==> src/rtl/mpsoc_msi_ahb3_pkg.sv <==
// Shared AHB3-Lite encodings used by the MSI interconnect blocks.
package mpsoc_msi_ahb3_pkg;

    localparam logic [1:0] HTRANS_IDLE   = 2'b00;
    localparam logic [1:0] HTRANS_BUSY   = 2'b01;
    localparam logic [1:0] HTRANS_NONSEQ = 2'b10;
    localparam logic [1:0] HTRANS_SEQ    = 2'b11;

    localparam logic [2:0] HBURST_SINGLE = 3'b000;
    localparam logic [2:0] HBURST_INCR   = 3'b001;
    localparam logic [2:0] HBURST_WRAP4  = 3'b010;
    localparam logic [2:0] HBURST_INCR4  = 3'b011;
    localparam logic [2:0] HBURST_WRAP8  = 3'b100;
    localparam logic [2:0] HBURST_INCR8  = 3'b101;
    localparam logic [2:0] HBURST_WRAP16 = 3'b110;
    localparam logic [2:0] HBURST_INCR16 = 3'b111;

    localparam logic HRESP_OKAY  = 1'b0;
    localparam logic HRESP_ERROR = 1'b1;

endpackage

==> src/rtl/mpsoc_msi_ahb3_arbiter.sv <==
// Combinational priority arbiter: highest 3-bit priority wins, ties resolved
// round-robin starting just after the previously granted master.
module mpsoc_msi_ahb3_arbiter #(
    parameter int MASTERS = 5,
    localparam int MB = (MASTERS > 1) ? $clog2(MASTERS) : 1
) (
    input  logic [MASTERS-1:0]      req,
    input  logic [MASTERS-1:0][2:0] priorities,
    input  logic [MB-1:0]           last_granted,
    output logic [MASTERS-1:0]      winner
);

    logic [2:0]         top_prio;
    logic [MASTERS-1:0] eligible;
    logic               found;

    always_comb begin
        top_prio = '0;
        eligible = '0;
        winner   = '0;
        found    = 1'b0;

        for (int j = 0; j < MASTERS; j++) begin
            if (req[j] && (priorities[j] > top_prio)) begin
                top_prio = priorities[j];
            end
        end

        for (int j = 0; j < MASTERS; j++) begin
            eligible[j] = req[j] && (priorities[j] == top_prio);
        end

        // Two passes give the wrap: indices above last_granted first, then from 0.
        for (int j = 0; j < MASTERS; j++) begin
            if (!found && eligible[j] && (j > int'(last_granted))) begin
                winner[j] = 1'b1;
                found     = 1'b1;
            end
        end
        for (int j = 0; j < MASTERS; j++) begin
            if (!found && eligible[j] && (j <= int'(last_granted))) begin
                winner[j] = 1'b1;
                found     = 1'b1;
            end
        end
    end

endmodule

==> src/rtl/mpsoc_msi_ahb3_slave_port.sv <==
// Slave-side AHB3-Lite port: arbitrates master ports at transfer boundaries,
// forwards the owner's address phase and steers write data by data-phase owner.
module mpsoc_msi_ahb3_slave_port
    import mpsoc_msi_ahb3_pkg::*;
#(
    parameter int PLEN    = 64,
    parameter int XLEN    = 64,
    parameter int MASTERS = 5
) (
    input  logic                      HCLK,
    input  logic                      HRESETn,

    input  logic [MASTERS-1:0][2:0]   mst_priority,
    input  logic [MASTERS-1:0]        mstHSEL,
    input  logic [MASTERS-1:0][PLEN-1:0] mstHADDR,
    input  logic [MASTERS-1:0][XLEN-1:0] mstHWDATA,
    input  logic [MASTERS-1:0]        mstHWRITE,
    input  logic [MASTERS-1:0][2:0]   mstHSIZE,
    input  logic [MASTERS-1:0][2:0]   mstHBURST,
    input  logic [MASTERS-1:0][3:0]   mstHPROT,
    input  logic [MASTERS-1:0][1:0]   mstHTRANS,
    input  logic [MASTERS-1:0]        mstHMASTLOCK,
    input  logic [MASTERS-1:0]        mstHREADY,
    input  logic [MASTERS-1:0]        can_switch,

    output logic [MASTERS-1:0]        master_granted,
    output logic [XLEN-1:0]           mstHRDATA,
    output logic                      mstHREADYOUT,
    output logic                      mstHRESP,

    output logic                      slv_HSEL,
    output logic [PLEN-1:0]           slv_HADDR,
    output logic [XLEN-1:0]           slv_HWDATA,
    output logic                      slv_HWRITE,
    output logic [2:0]                slv_HSIZE,
    output logic [2:0]                slv_HBURST,
    output logic [3:0]                slv_HPROT,
    output logic [1:0]                slv_HTRANS,
    output logic                      slv_HMASTLOCK,
    output logic                      slv_HREADY,
    input  logic [XLEN-1:0]           slv_HRDATA,
    input  logic                      slv_HREADYOUT,
    input  logic                      slv_HRESP
);

    localparam int MB = (MASTERS > 1) ? $clog2(MASTERS) : 1;

    logic [MASTERS-1:0] req;
    logic [MASTERS-1:0] winner;
    logic [MB-1:0]      winner_idx;
    logic [MB-1:0]      last_granted;
    logic [MB-1:0]      addr_sel;
    logic [MB-1:0]      data_sel;
    logic               data_valid;
    logic               granted_any;
    logic               owner_switch;
    logic               arb_en;

    always_comb begin
        req = '0;
        for (int m = 0; m < MASTERS; m++) begin
            req[m] = mstHSEL[m] & (mstHTRANS[m] != HTRANS_IDLE);
        end
    end

    mpsoc_msi_ahb3_arbiter #(
        .MASTERS      (MASTERS)
    ) u_arbiter (
        .req          (req),
        .priorities   (mst_priority),
        .last_granted (last_granted),
        .winner       (winner)
    );

    always_comb begin
        winner_idx = '0;
        addr_sel   = '0;
        for (int m = 0; m < MASTERS; m++) begin
            if (winner[m])         winner_idx = MB'(m);
            if (master_granted[m]) addr_sel   = MB'(m);
        end
    end

    // The bus only changes hands when the slave is ready and the owner is at a boundary.
    assign granted_any  = |master_granted;
    assign owner_switch = |(master_granted & can_switch);
    assign arb_en       = slv_HREADYOUT & (~granted_any | owner_switch);

    always_ff @(posedge HCLK or negedge HRESETn) begin
        if (!HRESETn) begin
            master_granted <= '0;
            last_granted   <= MB'(MASTERS - 1);
        end else if (arb_en) begin
            if (|req) begin
                master_granted <= winner;
                last_granted   <= winner_idx;
            end else begin
                master_granted <= '0;
            end
        end
    end

    // Address phase: combinational mux from the current owner.
    always_comb begin
        slv_HSEL      = 1'b0;
        slv_HADDR     = '0;
        slv_HWRITE    = 1'b0;
        slv_HSIZE     = '0;
        slv_HBURST    = '0;
        slv_HPROT     = '0;
        slv_HTRANS    = HTRANS_IDLE;
        slv_HMASTLOCK = 1'b0;
        if (granted_any) begin
            slv_HSEL      = mstHSEL[addr_sel];
            slv_HADDR     = mstHADDR[addr_sel];
            slv_HWRITE    = mstHWRITE[addr_sel];
            slv_HSIZE     = mstHSIZE[addr_sel];
            slv_HBURST    = mstHBURST[addr_sel];
            slv_HPROT     = mstHPROT[addr_sel];
            slv_HTRANS    = mstHTRANS[addr_sel];
            slv_HMASTLOCK = mstHMASTLOCK[addr_sel];
        end
    end

    // Data phase: follows the address phase one accepted transfer later.
    always_ff @(posedge HCLK or negedge HRESETn) begin
        if (!HRESETn) begin
            data_sel   <= '0;
            data_valid <= 1'b0;
        end else if (slv_HREADYOUT) begin
            data_sel   <= addr_sel;
            data_valid <= slv_HSEL & (slv_HTRANS != HTRANS_IDLE);
        end
    end

    assign slv_HWDATA = mstHWDATA[data_sel];
    assign slv_HREADY = data_valid ? mstHREADY[data_sel] : 1'b1;

    assign mstHRDATA    = slv_HRDATA;
    assign mstHREADYOUT = slv_HREADYOUT;
    assign mstHRESP     = slv_HRESP;

endmodule

==> config.mk <==
export PLATFORM = sky130hd
export DESIGN_NAME = mpsoc_msi_ahb3_slave_port
export DESIGN_NICKNAME = d
export VERILOG_FILES = /design/src/rtl/mpsoc_msi_ahb3_pkg.sv /design/src/rtl/mpsoc_msi_ahb3_arbiter.sv /design/src/rtl/mpsoc_msi_ahb3_slave_port.sv
export SDC_FILE = /design/constraint.sdc
export NUM_CORES = 1
export LEC_CHECK = 0
export CORE_AREA = 2 2 399 401
export CTS_BUF_LIST = sky130_fd_sc_hd__clkbuf_16
export CTS_CLUSTER_DIAMETER = 40
export DETAILED_ROUTE_END_ITERATION = 8
export DIE_AREA = 0 0 401 403
export GPL_TIMING_DRIVEN = 0
export HOLD_SLACK_MARGIN = 0.08
export PLACE_DENSITY = 0.3
export SYNTH_ARGS = -nofsm -noshare
export SYNTH_HDL_FRONTEND = slang
export SYNTH_SLANG_ARGS = --single-unit
==> constraint.sdc <==
create_clock -name HCLK -period 3.1 [get_ports HCLK]
set_input_delay 0.62 -clock HCLK [delete_from_list [all_inputs] [get_ports HCLK]]
set_output_delay 0.62 -clock HCLK [all_outputs]
set_load 0.03 [all_outputs]
==> impl_metrics.json <==
{
  "io_buffers": 956,
  "worst_ep_arrival_time_ns": 6.69,
  "max-cap-violations": 0,
  "drv_slew": 0,
  "start_kind": "input port",
  "io_pins": 1023,
  "synthesis.area_mm2": 0.00806,
  "fin_area_mm2": 0.0241,
  "yosysSeqAreaShare_pct": 3.74,
  "track_usage_pct": 15.5,
  "syn-num-nets": 2230,
  "pre_cts_ws_ns": -4.84,
  "drive_gt1_share_pct": 32.4,
  "cts.sinks": 12,
  "ys_types": 78,
  "first_pass_iters": 5,
  "synth_flop_cell": "dfrtp_1",
  "relSlewSlack_pct": 47.5,
  "whs_ns": 0.541,
  "clock_latency_ns": 0.25,
  "ys_top_cells_by_area": "a21oi_1 (23%), mux2i_1 (17%), nor2_1 (14%), nand2_1 (8.0%), buf_4 (6.2%)",
  "finalCriticalPeriod_ns": 6.56,
  "grt-ovfl-total": 0,
  "antenna_found_initial": 58,
  "cts_buffers": 3,
  "ys_async_sr_fraction_pct": 100,
  "syn_area_per_cell_um2": 5.71,
  "final_util_pct": 15.3,
  "power.leakage_nw": 9.04,
  "max_freq_ghz": 0.153,
  "rsz0062_at_grt": "true",
  "syn_to_final_growth_pct": 199,
  "ir_drop_v": 0.000365,
  "initial_core_util_pct": 5.12,
  "grt_pass1_wl_mm": 165,
  "skew_ns": 0.00277,
  "rows": 146,
  "ctsHoldBuffers": 0,
  "powerDensity_mw_per_mm2": 1060,
  "drt_iter0_drc": 743,
  "routed_wl_mm": 132,
  "timing_worst_setup_path_type": "input port to register",
  "dp_hpwl_mm": 116,
  "synth_top_area_share_pct": 23.2,
  "cts_buffer_depth": 2,
  "grt_pass1_vias": 15500,
  "crit_path_max_incr_delay_ns": 0.43,
  "antenna_left": 0,
  "die_w_um": 401,
  "status": "finished, violations left",
  "yosysMostFrequentCell": "a21oi_1",
  "ys_top_cells_by_count": "a21oi_1 (373), nor2_1 (310), nand2_1 (172), mux2i_1 (135), clkbuf_1 (84)",
  "synth-warning-count": 0,
  "end_kind": "register",
  "layout.nets": 3293,
  "path_clk_slew_ns": 0.06,
  "die_y_um": 403,
  "hold_viol": 0,
  "cts_tree": "done",
  "htreeDepth": 1,
  "setup_viol": 50,
  "gp_congestion": 0.881,
  "core_mm2": 0.157,
  "cts-root-buf": "clkbuf_16",
  "worst_pin_slew_ns": 0.785,
  "dieArea_mm2": 0.162,
  "critPathSlowestCell": "a221o_2",
  "yosysTopAreaCell": "a21oi_1",
  "required_ns": 3.24,
  "synthCells": 1412,
  "ys_seq_elements": 12,
  "drc": 0,
  "fin_crit_sh_pct": 212,
  "holdCritPathClass": "register to register",
  "detail_route.wl_per_cell_um": 29.0,
  "final.setup.worst_slack_ns": -3.46,
  "violations": "negative setup slack",
  "grt_max_degree": 13,
  "via_per_inst": 3.33,
  "vias": 15200,
  "place_area_mm2": 0.0205,
  "crit_path_max_fanout": 5,
  "synth_edf_count": 0
}
-- flip-flops by register name (all words and copies together) (netlist names) --
signal	flops
data_sel	3
data_valid	1
last_granted	3
master_granted	5
-- where the power goes --
group | leakage, nW | switching [mW] | total (mW) | internal [mW]
Sequential | 0.152 | 0.0800 | 0.302 | 0.222
Clock | 0.0386 | 0.0911 | 0.263 | 0.172
Combinational | 8.85 | 15.7 | 25.0 | 9.33
Total | 9.04 | 15.8 | 25.6 | 9.73
-- worst max-delay path: cells and delay by family --
family,cells,cell delay (ns)
and+or+nand+nor,7,1.34
muxes,1,0.25
xor gates and xnor gates,1,0.14
AOI/OAI and AO/OA,13,2.93
buffers and inverters,5,0.62
adders and majority gates,4,0.78
-- per-stage QoR --
stage	instances	power [mW]	TNS, ns
global placement	4440	21.5	-373.97
global route	4548	27.1	-39.83
floorplan	1412	10.5	-25.59
CTS	4511	24.0	-77.41
finish	4555	25.6	-30.14
detailed placement	4442	21.6	-316.12
-- path summary, 6_finish.rpt --
check | endpoint | cells after the start | slack (ns) | start
max reg2reg | last_granted[1]$_DFFE_PN0P_ | 8 | 0.26 | master_granted[2]$_DFFE_PN0P_
min | data_valid$_DFFE_PN0P_ | 2 | 0.54 | data_valid$_DFFE_PN0P_
max in group asynchronous | master_granted[1]$_DFFE_PN0P_ | 1 | 1.73 | HRESETn
max | last_granted[1]$_DFFE_PN0P_ | 31 | -3.46 | mst_priority[3]
min reg2reg | data_valid$_DFFE_PN0P_ | 2 | 0.54 | data_valid$_DFFE_PN0P_
min in group asynchronous | data_sel[2]$_DFFE_PN0P_ | 1 | 0.83 | HRESETn
-- repair_timing --
action	in CTS	in global routing
gates cloned	0	2
pin swaps	61	168
endpoints found under the setup margin	155	142
setup buffers	66	44
gates resized for setup	744	697
hold endpoints to repair	0	0
-- kinds of logic (layout without fill, tap and decap cells) --
kind of cell,after synthesis,in the layout,share of synthesized area (%)
AND/OR/NAND/NOR,515,515,25.3
other,0,9,0
flip-flops,12,12,3.74
AO/OA/AOI/OAI,520,520,37.5
adder cells (fa/ha/maj),10,10,1.55
multiplexers,141,141,17.9
buffers and inverters,203,1265,12.7
XOR/XNOR,11,11,1.29
-- area by class of cell --
cell class / instances / area [um2]
Clock buffer: 3 / 75.1
Inverter: 14 / 52.6
Tap cell: 2072 / 2590
Multi-Input combinational cell: 1197 / 8650
Buffer: 178 / 1530
Antenna cell: 9 / 22.5
Sequential cell: 12 / 308
Timing Repair Buffer: 1069 / 10800
Fill cell: 18200 / 133000
Clock inverter: 1 / 3.75
-- metal layers --
| layer | routed length, um | track usage (%) | vias to the layer above |
|---|---|---|---|
| met2 | 67600 | 28.7 | 658 |
| met1 | 54000 | 18.6 | 7265 |
| met5 | 338 | 0 | - |
| met4 | 2010 | 1.34 | 52 |
| met3 | 8330 | 3.77 | 120 |
| li1 | - | - | 7055 |
-- cell usage in the layout, fill, tap and decap left out, drive strengths merged, types with 8 or more instances in the layout --
master         synthesis  layout
nand2                172     172
nor2                 311     311
o21ai                 18      18
ha                    10      10
inv                   14      14
dlymetal6s2s           0      27
o211ai                 8       8
a21oi                374     374
dfrtp                 11      11
buf                  103     297
o22ai                 64      64
clkbuf                86     103
diode                  0       9
dlygate4sd2            0      15
clkdlybuf4s50          0     803
mux2i                135     135
xnor2                  9       9
Power figures use the tool's default switching activity.
